$ cat config.mk
export PLATFORM = sky130hd
export DESIGN_NAME = m_illegalop_trap
export DESIGN_NICKNAME = d
export VERILOG_FILES = /design/src/rtl/m_illegalop_trap.sv
export SDC_FILE = /design/constraint.sdc
export NUM_CORES = 1
export LEC_CHECK = 0
export BUFFER_PORTS_ARGS = -buffer_cell sky130_fd_sc_hd__buf_2
export CORE_ASPECT_RATIO = 1.1
export CORE_MARGIN = 2
export CORE_UTILIZATION = 47
export CTS_CLUSTER_SIZE = 24
export DETAILED_ROUTE_END_ITERATION = 12
export PLACE_DENSITY = 0.82
export SLEW_MARGIN = 15
export SYNTH_ARGS = -nofsm -noshare
export SYNTH_HDL_FRONTEND = slang
export SYNTH_SLANG_ARGS = --single-unit
$ cat constraint.sdc
create_clock -name clk -period 2.8 [get_ports clk]
set_input_delay 0.56 -clock clk [delete_from_list [all_inputs] [get_ports clk]]
set_output_delay 0.56 -clock clk [all_outputs]
set_load 0.02 [all_outputs]
$ cat src/rtl/m_illegalop_trap.sv
// rtl/m_illegalop_trap.sv - illegal-instruction detector with trap capture and saturating trap count
module m_illegalop_trap #(
    parameter int LAZY_DECODE = 0,
    parameter int MULDIV      = 0,
    parameter int PIPE        = 0,
    parameter int CNTW        = 8
) (
    input  logic            clk,
    input  logic            rst,
    input  logic [31:0]     INSTR,
    input  logic            instr_valid,
    input  logic            corerunning,
    input  logic            trap_ack,
    output logic            ready,
    output logic            illegal,
    output logic            trap_pending,
    output logic [31:0]     trap_instr,
    output logic [CNTW-1:0] illegal_count,
    output logic            count_ovf
);

    localparam logic [6:0] OP_LOAD   = 7'b0000011;
    localparam logic [6:0] OP_FENCE  = 7'b0001111;
    localparam logic [6:0] OP_IMM    = 7'b0010011;
    localparam logic [6:0] OP_AUIPC  = 7'b0010111;
    localparam logic [6:0] OP_STORE  = 7'b0100011;
    localparam logic [6:0] OP_OP     = 7'b0110011;
    localparam logic [6:0] OP_LUI    = 7'b0110111;
    localparam logic [6:0] OP_BRANCH = 7'b1100011;
    localparam logic [6:0] OP_JALR   = 7'b1100111;
    localparam logic [6:0] OP_JAL    = 7'b1101111;
    localparam logic [6:0] OP_SYSTEM = 7'b1110011;

    typedef enum logic {
        IDLE = 1'b0,
        PEND = 1'b1
    } state_t;

    state_t state, state_nxt;

    logic [6:0]  opcode;
    logic [2:0]  funct3;
    logic [6:0]  funct7;
    logic [4:0]  rs1;
    logic [4:0]  rd;
    logic        op_known;
    logic        fields_ok;
    logic        dec_bad;
    logic        accept;
    logic        fire;
    logic [31:0] fire_word;
    logic        unused_bits;

    assign opcode      = INSTR[6:0];
    assign rd          = INSTR[11:7];
    assign funct3      = INSTR[14:12];
    assign rs1         = INSTR[19:15];
    assign funct7      = INSTR[31:25];
    assign unused_bits = ^INSTR[24:20];

    // opcode includes INSTR[1:0], so every known major opcode implies the 11 suffix
    always_comb begin
        op_known  = 1'b1;
        fields_ok = 1'b0;
        case (opcode)
            OP_LOAD:   fields_ok = (funct3 != 3'b011) && (funct3 != 3'b110) && (funct3 != 3'b111);
            OP_FENCE:  fields_ok = (funct3 == 3'b000) || (funct3 == 3'b001);
            OP_IMM: begin
                if (funct3 == 3'b001)
                    fields_ok = (funct7 == 7'b0000000);
                else if (funct3 == 3'b101)
                    fields_ok = (funct7 == 7'b0000000) || (funct7 == 7'b0100000);
                else
                    fields_ok = 1'b1;
            end
            OP_AUIPC:  fields_ok = 1'b1;
            OP_LUI:    fields_ok = 1'b1;
            OP_JAL:    fields_ok = 1'b1;
            OP_STORE:  fields_ok = (funct3 == 3'b000) || (funct3 == 3'b001) || (funct3 == 3'b010);
            OP_OP: begin
                if (funct7 == 7'b0000000)
                    fields_ok = 1'b1;
                else if (funct7 == 7'b0100000)
                    fields_ok = (funct3 == 3'b000) || (funct3 == 3'b101);
                else if (funct7 == 7'b0000001)
                    fields_ok = (MULDIV != 0);
                else
                    fields_ok = 1'b0;
            end
            OP_BRANCH: fields_ok = (funct3 != 3'b010) && (funct3 != 3'b011);
            OP_JALR:   fields_ok = (funct3 == 3'b000);
            OP_SYSTEM: begin
                if (funct3 == 3'b100)
                    fields_ok = 1'b0;
                else if (funct3 == 3'b000)
                    fields_ok = (rs1 == 5'd0) && (rd == 5'd0);
                else
                    fields_ok = 1'b1;
            end
            default:   op_known = 1'b0;
        endcase
    end

    always_comb begin
        dec_bad = ~(op_known & fields_ok);
        if (LAZY_DECODE == 2)
            dec_bad = ~INSTR[0];
        else if (LAZY_DECODE == 1)
            dec_bad = ~op_known;
    end

    assign accept = instr_valid & ready & corerunning;

    generate
        if (PIPE != 0) begin : g_pipe
            logic        s1_valid;
            logic        s1_bad;
            logic [31:0] s1_instr;

            // A younger instruction accepted while the older one traps is dropped here
            always_ff @(posedge clk) begin
                if (rst) begin
                    s1_valid <= 1'b0;
                    s1_bad   <= 1'b0;
                    s1_instr <= '0;
                end else begin
                    s1_valid <= accept & ~fire;
                    if (accept) begin
                        s1_instr <= INSTR;
                        s1_bad   <= dec_bad;
                    end
                end
            end

            assign fire      = corerunning & s1_valid & s1_bad;
            assign fire_word = s1_instr;
        end else begin : g_direct
            assign fire      = accept & dec_bad;
            assign fire_word = INSTR;
        end
    endgenerate

    always_ff @(posedge clk) begin
        if (rst)
            state <= IDLE;
        else
            state <= state_nxt;
    end

    always_comb begin
        state_nxt = state;
        case (state)
            IDLE:    if (fire) state_nxt = PEND;
            PEND:    if (trap_ack) state_nxt = IDLE;
            default: state_nxt = IDLE;
        endcase
    end

    assign ready        = (state != PEND);
    assign trap_pending = (state == PEND);

    always_ff @(posedge clk) begin
        if (rst) begin
            illegal       <= 1'b0;
            trap_instr    <= '0;
            illegal_count <= '0;
            count_ovf     <= 1'b0;
        end else begin
            illegal <= fire;
            if (fire) begin
                trap_instr <= fire_word;
                if (&illegal_count)
                    count_ovf <= 1'b1;
                else
                    illegal_count <= illegal_count + {{(CNTW-1){1'b0}}, 1'b1};
            end
        end
    end

endmodule
Yosys cells after proc, flatten, opt, wreduce, memory -nomap -nowiden. Cells that the tools add are included. Widths: inputs -> output; s select.

Register bits after elaboration: 43. Input port bits: 37. Output and inout bits: 44. Logic and storage cells: 61.

$add $sub $neg: 1. Equal/unequal tests: 20. Mux-type cells: 11. Bitwise gates (word level): 7. Reductions and logical operators: 17.

Operator list (number): $eq 7x6->1 const B (4); $eq 7x7->1 const B (4); $eq 7x5->1 const B (2); $reduce_or 11->1 (1); $logic_not 5->1 (2); $mux 1 (9); $pmux 1 s9 (1); $reduce_and 9->1 (1); $add 8x1->8 const B (1); $reduce_and 8->1 (1); $eq 7x2->1 const B (1); $eq 7x4->1 const B (1); $logic_not 7->1 (1); $eq 3x3->1 const B (2); $ne 3x2->1 const B (2); $ne 3x3->1 const B (2); $and 1x1->1 (4); $logic_and 1x1->1 (4); $logic_or 1x1->1 (4); $eq 3x1->1 const B (1); $eq 3x2->1 const B (1); $logic_not 3->1 (1); $not 1->1 (3); $reduce_or 3->1 (1); other kinds (2) (2).

Logic depth before layout (Yosys ltp).
Depth in word-level cells: 10. Gate-level depth with buffers: 9. Gate-level depth less buffers: 6.

Worst setup path before layout. Ideal clock, no wire load.

Path type: input to register. Start point: in INSTR[25]. End point: reg trap_instr[10]. Setup time: 128 ps. Data arrival time: 2076 ps. Required time: 2672 ps. Slack: 596 ps. Cell stages on the path: 8. Path through: or4_1 o311ai_1 a32oi_1 nand4_2 buf_6 buf_12 mux2i_1 nor2_1.

Word-level cells in the longest chain between the ends: 8. Elaborated cells on any way between the ends: 11. Classes of those cells: eq/ne: 1; mux: 5; bitwise: 3; reduce/logical: 2.

Ends and longest elaborated chain: from (decl) (RTL line 10) `input logic [31:0] INSTR,`; $eq 7x6->1 or $logic_not 7->1 (tied branches); $logic_or 1x1->1 (RTL line 72) `fields_ok = (funct7 == 7'b0000000) || (funct7 == 7'b0100000);`; $mux 1 (RTL line 71) `else if (funct3 == 3'b101)`; $mux 1 (RTL line 69) `if (funct3 == 3'b001)`; $pmux 1 s9 * (RTL line 65) `case (opcode)`; $and 1x1->1 * (RTL line 105) `dec_bad = ~(op_known & fields_ok);`; $not 1->1 * (RTL line 105); $and 1x1->1 * (RTL line 138) `assign fire = accept & dec_bad;`; to (signal assigned) (RTL line 171) `trap_instr <= fire_word;`; to (decl) (RTL line 17) `output logic [31:0] trap_instr,`.

Every way passes the cells marked *; elsewhere a longest branch is shown, timed or not. A chain may end at the register's enable or synchronous reset.

Worst setup path in the final report.
Start point: in INSTR[25]. End point: reg trap_instr[28].

The elaborated chain is that of the path after synthesis.

==> impl_metrics.yaml <==
synthesis:
  syn_nets: 237
  ys_top_cells_by_area: "dfxtp_1, mux2i_1, nor2_1"
  synth.top_cell.area_share_pct: 45.1
  syn_avg_cell_area_sq_um: 9.59
  synth_edf_count: 0
  synthCells: 199
  yosysTopAreaCell: "dfxtp_1"
  synth.distinct_cells: 38
  synthArstFlopShare_pct: 0
  syn_area_sq_um: 1910
  post-synth-top-count-cell: "dfxtp_1"
  synth_warnings: 0
  yosys-top-cells-count: "dfxtp_1, nor2_1, mux2i_1"
  seq_area_frac_synth_pct: 45.1
  synth_seq_cells: 43
  synth_flop_cell: "dfxtp_1"
power:
  combPwrFrac_pct: 15.5
  powerDensity_nw_per_um2: 541
  internal_power_mw: 0.987
  clkPwrFrac_pct: 34.8
  seqPwrFrac_pct: 49.7
  peakVddDrop_v: 0.000310
  switchingPower_mw: 0.327
  p_leak_nw: 1.26
  p_sw_share_pct: 24.9
floorplanning:
  io_pins: 81
  core_area_sq_um: 3930
  dieArea_sq_um: 4590
  die_h_microns: 70.8
  rows: 24
  die_width_microns: 64.8
  start_util_pct: 48.5
timing:
  min_period_ns: 2.22
  final_max_slew_viol_count: 0
  slew_headroom_pct: 74.1
  tightest_slew_ns: 0.384
  rsz0062_at_grt: "false"
  fmax_ghz: 0.451
  tns_ns: 0
  hold_viol: 0
  setup_viol: 0
  hold_slack_ns: 0.476
  period_share_pct: 79.2
  fin_ws_ns: 0.582
  skew_ns: 0.00512
clock_tree:
  ctsResizeCount: 0
  post-cts-setup-buffer-count: 0
  cts_buffers: 5
  cts-root-buf: "clkbuf_8"
  cts_tree: "built"
  cts_sinks: 43
  clockBufferDepth: 2
  ctsHoldBuffers: 0
  clk_latency_ns: 0.29
  clk_pin_slew_ns: 0.08
  htreeDepth: 2
min_path:
  worst_hold_path.num_cells: 1
  min_path_type: "register to register"
finish:
  drive_gt1_share_pct: 34.2
  final_util_pct: 61.7
  syn2layout_area_growth_pct: 27.1
  final_nets: 316
  antenna_cells: 0
  instances_no_fill: 330
worst_setup_path:
  cp.depth: 8
  critical_path_required_ns: 2.97
  critPathBufInv: 2
  crit_chain: "buf_2, or4_1, o311ai_1, a32oi_1, nand4_4, buf_12, mux2i_1, nor2_1"
  reg2reg_depth: 7
  worst-path-max-fanout: 18
  path_delay_family: "simple AND/OR/NAND/NOR gates"
  cp.arrival_ns: 2.39
  start_kind: "input pin"
  cpPeakStageDelay_ns: 0.56
  crit_type: "input pin to register"
  cp-end-kind: "register"
  slowest_stage: "or4_1"
global_routing:
  grt.met2_usage_pct: 35.7
  grt_usage_pct: 20.4
  grt_overflow: 0
  grt_antenna_before_repair: 0
  grt_max_degree: 38
  use_met1_pct: 21.8
  grt_use_met3_pct: 7.95
  grt_pass1_vias: 1689
  grt_first_pass_wirelength_microns: 7280
  grt.busiest_layer: "met2"
route:
  antenna_left: 0
  totalWireLength_microns: 4340
  wire_per_inst_microns: 13.2
  vias: 1709
  drt_iter0_drc: 57
  viasPerCell: 5.18
  drc: 0
  dr.pass1.iters: 4
job:
  cap_violations: 0
placement:
  dp_cells: 323
  dp_slack_ns: 0.254
  place.gp.congestion: 0.807
  io_buffers: 80
  dp_hpwl_microns: 3290
run_status:
  outcome: "finished, final reports clean"
-- power groups by stage --
stage	Clock [mW]	Combinational [mW]	Sequential, mW
finish	0.457	0.204	0.653
detailed placement	0	0.206	0.666
floorplan	0	0.102	0.699
global placement	0	0.201	0.666
CTS	0.471	0.206	0.653
global route	0.498	0.223	0.656
-- worst paths after layout --
kind	endpoint	slack, ns	start
max	trap_instr[28]	0.58	INSTR[25]
min reg2reg	count_ovf	0.48	count_ovf
min	count_ovf	0.48	count_ovf
max reg2reg	illegal_count[0]	0.96	trap_pending
-- logic make-up (layout without fill, tap and decap cells) --
kind of cell    after synthesis  after routing  share of synthesized area (%)
buf+inv                      16             95                           6.75
compound gates               21             21                           6.95
xor+xnor                      1              1                          0.459
fa+ha+maj                     1              1                          0.656
mux                          34             34                           17.9
flops                        43             43                           45.1
simple gates                 83             83                           22.2
-- per-layer routing --
layer  up-vias  routed length (microns)
met5         -                        0
met3         6                      291
met1       797                     1740
li1        856                        -
met2        50                     2250
met4         0                       63
-- placed cells by master (no fill, tap or decap), drive strengths merged, types with 2 or more instances in the layout --
cell type / instances
and3: 3
nor2: 37
nor4b: 3
nor2b: 2
nor3: 4
nand2: 5
inv: 4
o21ai: 7
nand4: 4
buf: 84
or3: 5
nand3: 5
dfxtp: 43
mux2i: 33
nand2b: 4
a21oi: 6
or2: 2
or4: 3
clkbuf: 6
nor4: 4
-- sequential cells by signal, indices dropped and copies added, names as in the netlist --
| register | count |
|---|---|
| illegal_count | 8 |
| count_ovf | 1 |
| illegal | 1 |
| trap_pending | 1 |
| trap_instr | 32 |
-- per-stage QoR --
step / area, sq um / power (mW)
after floorplan: 1910 / 0.801
after global placement: 2320 / 0.866
after detailed placement: 2320 / 0.872
after CTS: 2430 / 1.33
after global routing: 2430 / 1.38
final: 2430 / 1.31
-- area by class of cell --
| cell class | count | area [sq um] |
|---|---|---|
| fill | 357 | 1510 |
| multi-input combinational | 140 | 927 |
| sequential | 43 | 861 |
| timing repair buffer | 84 | 455 |
| clock buffer | 6 | 72.6 |
| tap | 52 | 65.1 |
| clock inverter | 1 | 30.0 |
| inverter | 4 | 15.0 |
-- worst register-to-register path, cell delays in order, from the launching register on --
cell and delay [ns]:
dfxtp_1 0.32, inv_1 0.07, nand3_1 0.08, nor4_1 0.24
buf_4 0.16, nand4_4 0.23, nor2b_1 0.28, mux2_2 0.35
Note: power is estimated with default switching activity, not from simulation.
